`config.mk`:
```
export PLATFORM = sky130hd
export DESIGN_NAME = mem_bridge
export DESIGN_NICKNAME = d
export VERILOG_FILES = /design/src/rtl/mem_bridge.sv
export SDC_FILE = /design/constraint.sdc
export NUM_CORES = 1
export LEC_CHECK = 0
export CORE_MARGIN = 5
export CORE_UTILIZATION = 34
export CTS_CLUSTER_DIAMETER = 200
export DETAILED_ROUTE_END_ITERATION = 12
export PLACE_DENSITY = 0.92
export SETUP_SLACK_MARGIN = 0.02
export SKIP_CTS_REPAIR_TIMING = 1
export SYNTH_ARGS = -nofsm -noshare
export SYNTH_HDL_FRONTEND = slang
export SYNTH_SLANG_ARGS = --single-unit
```
`constraint.sdc`:
```
create_clock -name clk -period 2.45 [get_ports clk]
set_input_delay 0.49 -clock clk [delete_from_list [all_inputs] [get_ports clk]]
set_output_delay 0.49 -clock clk [all_outputs]
set_load 0.02 [all_outputs]
```
`src/rtl/mem_bridge.sv`:
```
// mem_bridge: sequences a core's instruction fetch and optional data access
// over one single-port memory bus. Each core step runs FETCH, then DATA if
// the core requested a data access, then STEP. STEP pulses clk_en for one
// cycle to advance the core. A memory that does not acknowledge within
// TIMEOUT cycles is abandoned: a NOP (fetch) or zero (load) is returned and
// the sticky bus_err flag is set.
//
// Ports
//   clk, rst          clock; asynchronous active-low reset
//   inst_addr         core fetch word address
//   data_addr         core data word address
//   core_dreq         core data access request
//   core_dwe          core data write enable
//   core_mask         byte-lane mask for the data access
//   core_wdata        core store data
//   clk_en            core advance strobe (one cycle, in STEP)
//   inst_in, data_in  registered fetched instruction / loaded data
//   bus_req, bus_we, bus_addr, bus_mask, bus_wdata   memory request
//   bus_ack, bus_rdata                               memory completion
//   bus_err           sticky timeout flag
module mem_bridge #(
  parameter int          TIMEOUT = 255,
  parameter logic [31:0] NOP     = 32'h0000_0013
) (
  input  logic        clk,
  input  logic        rst,
  input  logic [29:0] inst_addr,
  input  logic [29:0] data_addr,
  input  logic        core_dreq,
  input  logic        core_dwe,
  input  logic [3:0]  core_mask,
  input  logic [31:0] core_wdata,
  output logic        clk_en,
  output logic [31:0] inst_in,
  output logic [31:0] data_in,
  output logic        bus_req,
  output logic        bus_we,
  output logic [29:0] bus_addr,
  output logic [3:0]  bus_mask,
  output logic [31:0] bus_wdata,
  input  logic        bus_ack,
  input  logic [31:0] bus_rdata,
  output logic        bus_err
);

  typedef enum logic [1:0] {FETCH, DATA, STEP} state_t;

  // The wait counter value during the last cycle an ack is still accepted.
  localparam logic [7:0] TO_LAST = 8'(TIMEOUT - 1);

  state_t      state, state_nxt;
  logic        run;
  logic [7:0]  wait_cnt;
  logic [31:0] inst_q, data_q;
  logic        active, acked, abort, done;

  // run holds the bus quiet until the first clock edge after reset release,
  // so a stale ack from an access abandoned by reset is never taken.
  assign active = run && (state == FETCH || state == DATA);
  assign acked  = active && bus_ack;
  assign abort  = active && !bus_ack && (wait_cnt == TO_LAST);
  assign done   = acked || abort;

  assign bus_req = active;
  assign inst_in = inst_q;
  assign data_in = data_q;

  always_comb begin
    state_nxt = state;
    clk_en    = 1'b0;
    bus_we    = 1'b0;
    bus_addr  = inst_addr;
    bus_mask  = 4'hF;
    bus_wdata = core_wdata;
    case (state)
      FETCH: begin
        if (done) state_nxt = core_dreq ? DATA : STEP;
      end
      DATA: begin
        bus_we   = core_dwe;
        bus_addr = data_addr;
        bus_mask = core_mask;
        if (done) state_nxt = STEP;
      end
      STEP: begin
        clk_en    = 1'b1;
        state_nxt = FETCH;
      end
      default: state_nxt = FETCH;
    endcase
  end

  always_ff @(posedge clk or negedge rst) begin
    if (!rst) begin
      state    <= FETCH;
      run      <= 1'b0;
      wait_cnt <= 8'd0;
      bus_err  <= 1'b0;
      inst_q   <= NOP;
      data_q   <= 32'd0;
    end else begin
      state <= state_nxt;
      run   <= 1'b1;
      // Clearing on completion and while idle makes every access start at 0.
      if (done || !active) wait_cnt <= 8'd0;
      else                 wait_cnt <= wait_cnt + 8'd1;
      if (abort) bus_err <= 1'b1;
      if (state == FETCH) begin
        if (acked)      inst_q <= bus_rdata;
        else if (abort) inst_q <= NOP;
      end
      if (state == DATA) begin
        if (acked && !core_dwe) data_q <= bus_rdata;
        else if (abort)         data_q <= 32'd0;
      end
    end
  end

endmodule

```
==> results.md, run 1 <==
- Logic pwr share: 44.6%
- Starting Density: 35.1%
- Setup CP Type: register to output pin
- Port Buffers: 202
- Leakage: 2.76 nW
- Worst Path Arrival: 1730 ps
- Crit end category: output pin
- Sequential Power Share: 35.5%
- Tot GR Track Use: 18.8%
- Clk_lat worst skew: 350 ps
- Max Slew Vio Count: 0
- Layout cells sized above 1: 14.5%
- Sw Share: 33.6%
- Sink Count: 76
- CP required: 1960 ps
- Iteration-0 DRC Markers: 165
- Syn Std Cell Area: 3470 sq um
- Rel. slew slack: 23.9%
- Commonest non-fill, non-tap cell in the layout: clkdlybuf4s50_1
- Cells after synthesis: 278
- Skew final: 7.36 ps
- Synth cell types: 35
- Run status: finished clean
- Final setup viols: 0
- HPWL after DPL: 8.98 mm
- Area Growth Syn to Fin: 66.3%
- Async SR Flop Fraction: 100%
- Most frequent cells in the layout: 166 x clkdlybuf4s50_1, 73 x dfrtp_1, 61 x a22o_1, 35 x dlymetal6s2s_1, 30 x mux2_2
- First-pass GRT wire length: 18.2 mm
- Bufs on Longest Clock Path: 2
- Clock power frac: 19.9%
- Core footprint: 9860 sq um
- Placed Cells: 572
- Max frequency: 450 MHz
- Top cell type's share of synthesized area: 52.7%
- Die area: 12300 sq um
- Max-capacitance violation count: 0
- Power per standard cell area: 926 nW/um^2
- Worst-margin pin slew: 1140 ps
- Layout Nets: 586
- Hold Path Class: primary input to async pin
- Fin cells: 590
- Net switching power: 1.79 mW
- Die width: 111 um
- CTS H-Tree Depth: 3
- Post-layout minimum cycle time: 2220 ps
- Root Driver: clkbuf_8
- Height of the die: 111 um
- Post-synthesis register bit count: 76
- # DRC: 0
- CTS tree: done
- Total power: 5.34 mW
- Syn avg cell area: 12.5 sq um
- Peak supply drop: 0.447 mV
- # IOs: 267
- Post-synth EDFFs: 0
- Initial antenna violation count: 1
- Internal power: 3.54 mW
- GRT overflow: 0
- Vias in the first global route: 3190
- Worst slack, placed: 56.8 ps
- Setup TNS: 0 ps
- Setup crit start kind: register
- Routed Antenna Nets: 0
- Vias/cell: 5.09
- Final worst-path cycle share: 90.8%
- Crit-path max FO: 18
- First-pass iteration count of the detailed router: 6
- Pin count of the biggest net entering global routing: 77
- Ranking of synthesized cells by area: dfrtp_1 53%, a22o_1 15%, mux2_2 9.7%, buf_4 6.9%, dfstp_2 2.3%
- Clock slew at reported path FFs: 80 ps
- Primary FF master, synth: dfrtp_1
- Via count: 3005
- Setup ws final: 225 ps
- RSZ-0062 raised after global routing: no
- Worst hold slack: 285 ps
- Routed WL per cell: 20.2 um
- Total CTS buffers: 9
- Final GP Congestion: 0.799
- Synth warn: 0
- Rows: 36
- Fin. Hold Viols: 0
- Sequential area share after synthesis: 55.0%
- Post-synth net total: 413
- Synth area leader: dfrtp_1
- Final wirelength: 11.9 mm
==> cell type report <==
cell class	count	area (sq um)
diodes	1	2.50
fillers	768	4100
well taps	133	166
multi-input cells	151	1240
flip-flops and latches	76	1910
inverters	3	11.3
clock inverters	6	87.6
repair buffers	210	2210
clock buffers	10	138
==> metal layers <==
| metal | wire length, um | GRT usage (%) | part of all wire [%] |
|---|---|---|---|
| met1 | 4260 | 20.2 | 36 |
| met2 | 6040 | 31.2 | 51 |
| met3 | 1110 | 7.10 | 9.3 |
| met4 | 531 | 11.2 | 4.4 |
| met5 | 0 | 0 | 0 |
==> worst max-delay path: stages, from the launching register on <==
cell            delay [ps]
dfrtp_1                410
nand2b_2               250
clkbuf_16              210
or2_2                  290
dlymetal6s2s_1         220
==> cells by family after synthesis <==
family / share of synthesized area, %
buffers and inverters: 9.49
XOR/XNOR: 1.01
adder cells (fa/ha/maj): 0.722
AO/OA/AOI/OAI: 17.5
other: 0.108
AND/OR/NAND/NOR: 6.14
flip-flops: 55.0
multiplexers: 10.0
==> state kept, by name (all words and copies together) (netlist names) <==
| register | flops |
|---|---|
| bus_err | 1 |
| data_in | 32 |
| wait_cnt | 8 |
| inst_in | 32 |
| run | 1 |
| state | 2 |
==> power by group through the flow <==
| stage | Clock (mW) | Combinational, mW | Sequential [mW] |
|---|---|---|---|
| final | 1.06 | 2.38 | 1.89 |
| after floorplan | 0 | 0.717 | 2.35 |
| after detailed placement | 0 | 2.40 | 1.90 |
| after CTS | 1.09 | 2.41 | 1.89 |
| after global routing | 1.15 | 2.50 | 1.94 |
| after global placement | 0 | 2.36 | 1.89 |
==> cell usage after synthesis, drive strengths merged (2+ instances only) <==
cell     n
a22o    61
and3     2
buf     38
clkbuf  10
dfrtp   73
dfstp    3
ha       2
inv      3
mux2    30
nand2    3
nand2b   4
nand3    3
nor2    14
nor3     3
o21ai    4
o22a     3
or2      5
xnor2    2
xor2     2
==> worst paths after layout <==
| path | cells after the start | to | start | slack [ps] |
|---|---|---|---|---|
| max | 4 | bus_mask[1] | state[1] | 230 |
| min | 1 | data_in[24] | rst | 280 |
| max reg2reg | 3 | inst_in[17] | state[0] | 550 |
| min reg2reg | 1 | bus_err | bus_err | 480 |
| max in group asynchronous | 1 | inst_in[31] | rst | 1550 |
| min in group clk | 1 | bus_err | bus_err | 480 |
==> per-stage QoR <==
step | util (%) | cell area [sq um]
global placement | 55.0 | 5420
global route | 58.4 | 5760
finish | 58.4 | 5760
CTS | 57.2 | 5650
floorplan | - | 3470
detailed placement | 55.0 | 5420
(Power assumes the default switching activity.)
==> run 2: changes to the inputs <==
- SLEW_MARGIN: default -> 20
==> run 2 against run 1 <==
Wire length fell by 0.10%. Power barely moved. Clock skew barely moved. Highest routed layer unchanged. Non-clock buffer count did not move. Sequential share of layout area barely moved. Register-to-register slack improved by 80 ps. Sequential power barely moved.
==> results.md, run 2 (synthesis gave the netlist of run 1 again) <==
- Run status: finished clean
- Total power: 5.34 mW (about the same)
- Root Driver: clkbuf_8
- Area Growth Syn to Fin: 66.3% (about the same)
- Max frequency: 450 MHz (about the same)
- First-pass GRT wire length: 18.2 mm (unchanged)
- CTS H-Tree Depth: 3 (unchanged)
- Peak supply drop: 0.447 mV (about the same)
- Worst hold slack: 285 ps (+0.0150 ps)
- Worst setup path start: state[1]
- Routed Antenna Nets: 0 (unchanged)
- Clock slew at reported path FFs: 80 ps (about the same)
- HPWL after DPL: 8.98 mm (unchanged)
- Critical Path, Cell by Cell: nand2b_2 -> clkbuf_16 -> or2_2 -> dlymetal6s2s_1
- Setup CP Type: register to output pin
- Vias in the first global route: 3190 (unchanged)
- Final setup viols: 0 (unchanged)
- Rows: 36 (unchanged)
- CP required: 1960 ps (about the same)
- Worst r2r src: wait_cnt[3]
- R2R setup slack: 630 ps (+80 ps)
- Core footprint: 9860 sq um (unchanged)
- Max-capacitance violation count: 0 (unchanged)
- Worst reg2reg endpoint: inst_in[17]
- # DRC: 0 (unchanged)
- Vias/cell: 5.09 (-0.13%)
- Final worst-path cycle share: 90.8% (about the same)
- Tot GR Track Use: 18.8% (unchanged)
- Rel. slew slack: 37.1% (+13 points)
- Power per standard cell area: 925 nW/um^2 (about the same)
- Final wirelength: 11.9 mm (-0.10%)
- Sink Count: 76 (unchanged)
- Crit end category: output pin
- RSZ-0062 raised after global routing: no
- Post-layout minimum cycle time: 2220 ps (-0.0100 ps)
- Initial antenna violation count: 1 (unchanged)
- GRT overflow: 0 (unchanged)
- First-pass iteration count of the detailed router: 6 (unchanged)
- Pin count of the biggest net entering global routing: 77 (unchanged)
- Worst Path Arrival: 1730 ps (about the same)
- Final GP Congestion: 0.799 (unchanged)
- Leakage: 2.76 nW (about the same)
- Sequential cell area: 1910 sq um (unchanged)
- Slowest cell on the critical path: dfrtp_1
- Die width: 111 um (unchanged)
- Via count: 3001 (-0.13%)
- Crit-path max FO: 18 (unchanged)
- Height of the die: 111 um (unchanged)
- Commonest non-fill, non-tap cell in the layout: clkdlybuf4s50_1
- Final instance area: 5770 sq um (about the same)
- Total CTS buffers: 9 (unchanged)
- Die area: 12300 sq um (unchanged)
- Port Buffers: 202 (unchanged)
- Layout Nets: 586 (unchanged)
- Layout Utilization: 58.4% (about the same)
- CTS tree: done
- Placement Cell Area: 5420 sq um (unchanged)
- Starting Density: 35.1% (unchanged)
- Max Slew Vio Count: 0 (unchanged)
- Layout cells sized above 1: 14.7% (+0.22 points)
- # fillers: 768 (unchanged)
- Routed WL per cell: 20.2 um (-0.10%)
- Multi-input logic area: 1240 sq um (+0.10%)
- # IOs: 267 (unchanged)
- Fin. Hold Viols: 0 (unchanged)
- Worst-margin pin slew: 944 ps (-198 ps)
- Clk_lat worst skew: 350 ps (about the same)
- Placed Cells: 572 (unchanged)
- Crit path largest cell delay: 410 ps (about the same)
- Bufs on Longest Clock Path: 2 (unchanged)
- Reg2reg path depth: 5 (+2)
- Skew final: 7.36 ps (-0.0000300 ps)
- Hold Path Class: primary input to async pin
- Setup crit start kind: register
- Most frequent cells in the layout: 166 x clkdlybuf4s50_1, 73 x dfrtp_1, 61 x a22o_1, 35 x dlymetal6s2s_1, 30 x mux2_2
- Fin cells: 590 (unchanged)
- Iteration-0 DRC Markers: 165 (unchanged)
==> run 2: cell count changes in the layout (fill, tap and decap cells not counted) <==
cell    before  now
and3_2       0    1
and3_1       2    1
==> run 2: critical path, delay by kind of cell, from the launching register on <==
kind | cells | cell delay, ps
buffers and inverters | 2 | 430
DFF | 1 | 410
and+or+nand+nor | 2 | 540
==> run 2: final cells by class <==
class / count / area share (%)
Timing Repair Buffer: 210 / 38.3
Sequential cell: 76 / 33.1
Multi-Input combinational cell: 151 / 21.6
Tap cell: 133 / 2.89
Clock buffer: 10 / 2.39
Clock inverter: 6 / 1.52
Inverter: 3 / 0.195
Antenna cell: 1 / 0.0434
==> run 2: worst max-delay path by stage <==
stage / to
global placement: inst_in[26]
finish: bus_mask[1]
detailed placement: inst_in[17]
floorplan: bus_addr[10]
CTS: bus_addr[27]
global route: bus_req
==> run 2: routing by layer <==
layer | GRT usage (%) | part of all wire [%] | vias to the layer above
met4 | 11.2 | 4.5 | 0
met3 | 7.10 | 9.3 | 42
met2 | 31.2 | 51 | 188
met5 | 0 | 0 | -
met1 | 20.2 | 36 | 1440
li1 | - | - | 1331
==> run 2: stage by stage <==
step | TNS (ps) | setup WS, ps
2_1_floorplan | 0 | 506
3_3_place_gp | 0 | 98.6
3_5_place_dp | 0 | 56.8
4_1_cts | -5050 | -183
5_1_grt | 0 | 136
6_report | 0 | 225
==> run 2: report_power, final <==
group,internal (mW),switching [mW],total (mW)
sequential,1.65,0.241,1.89
combinational,1.29,1.09,2.38
clock,0.601,0.462,1.06
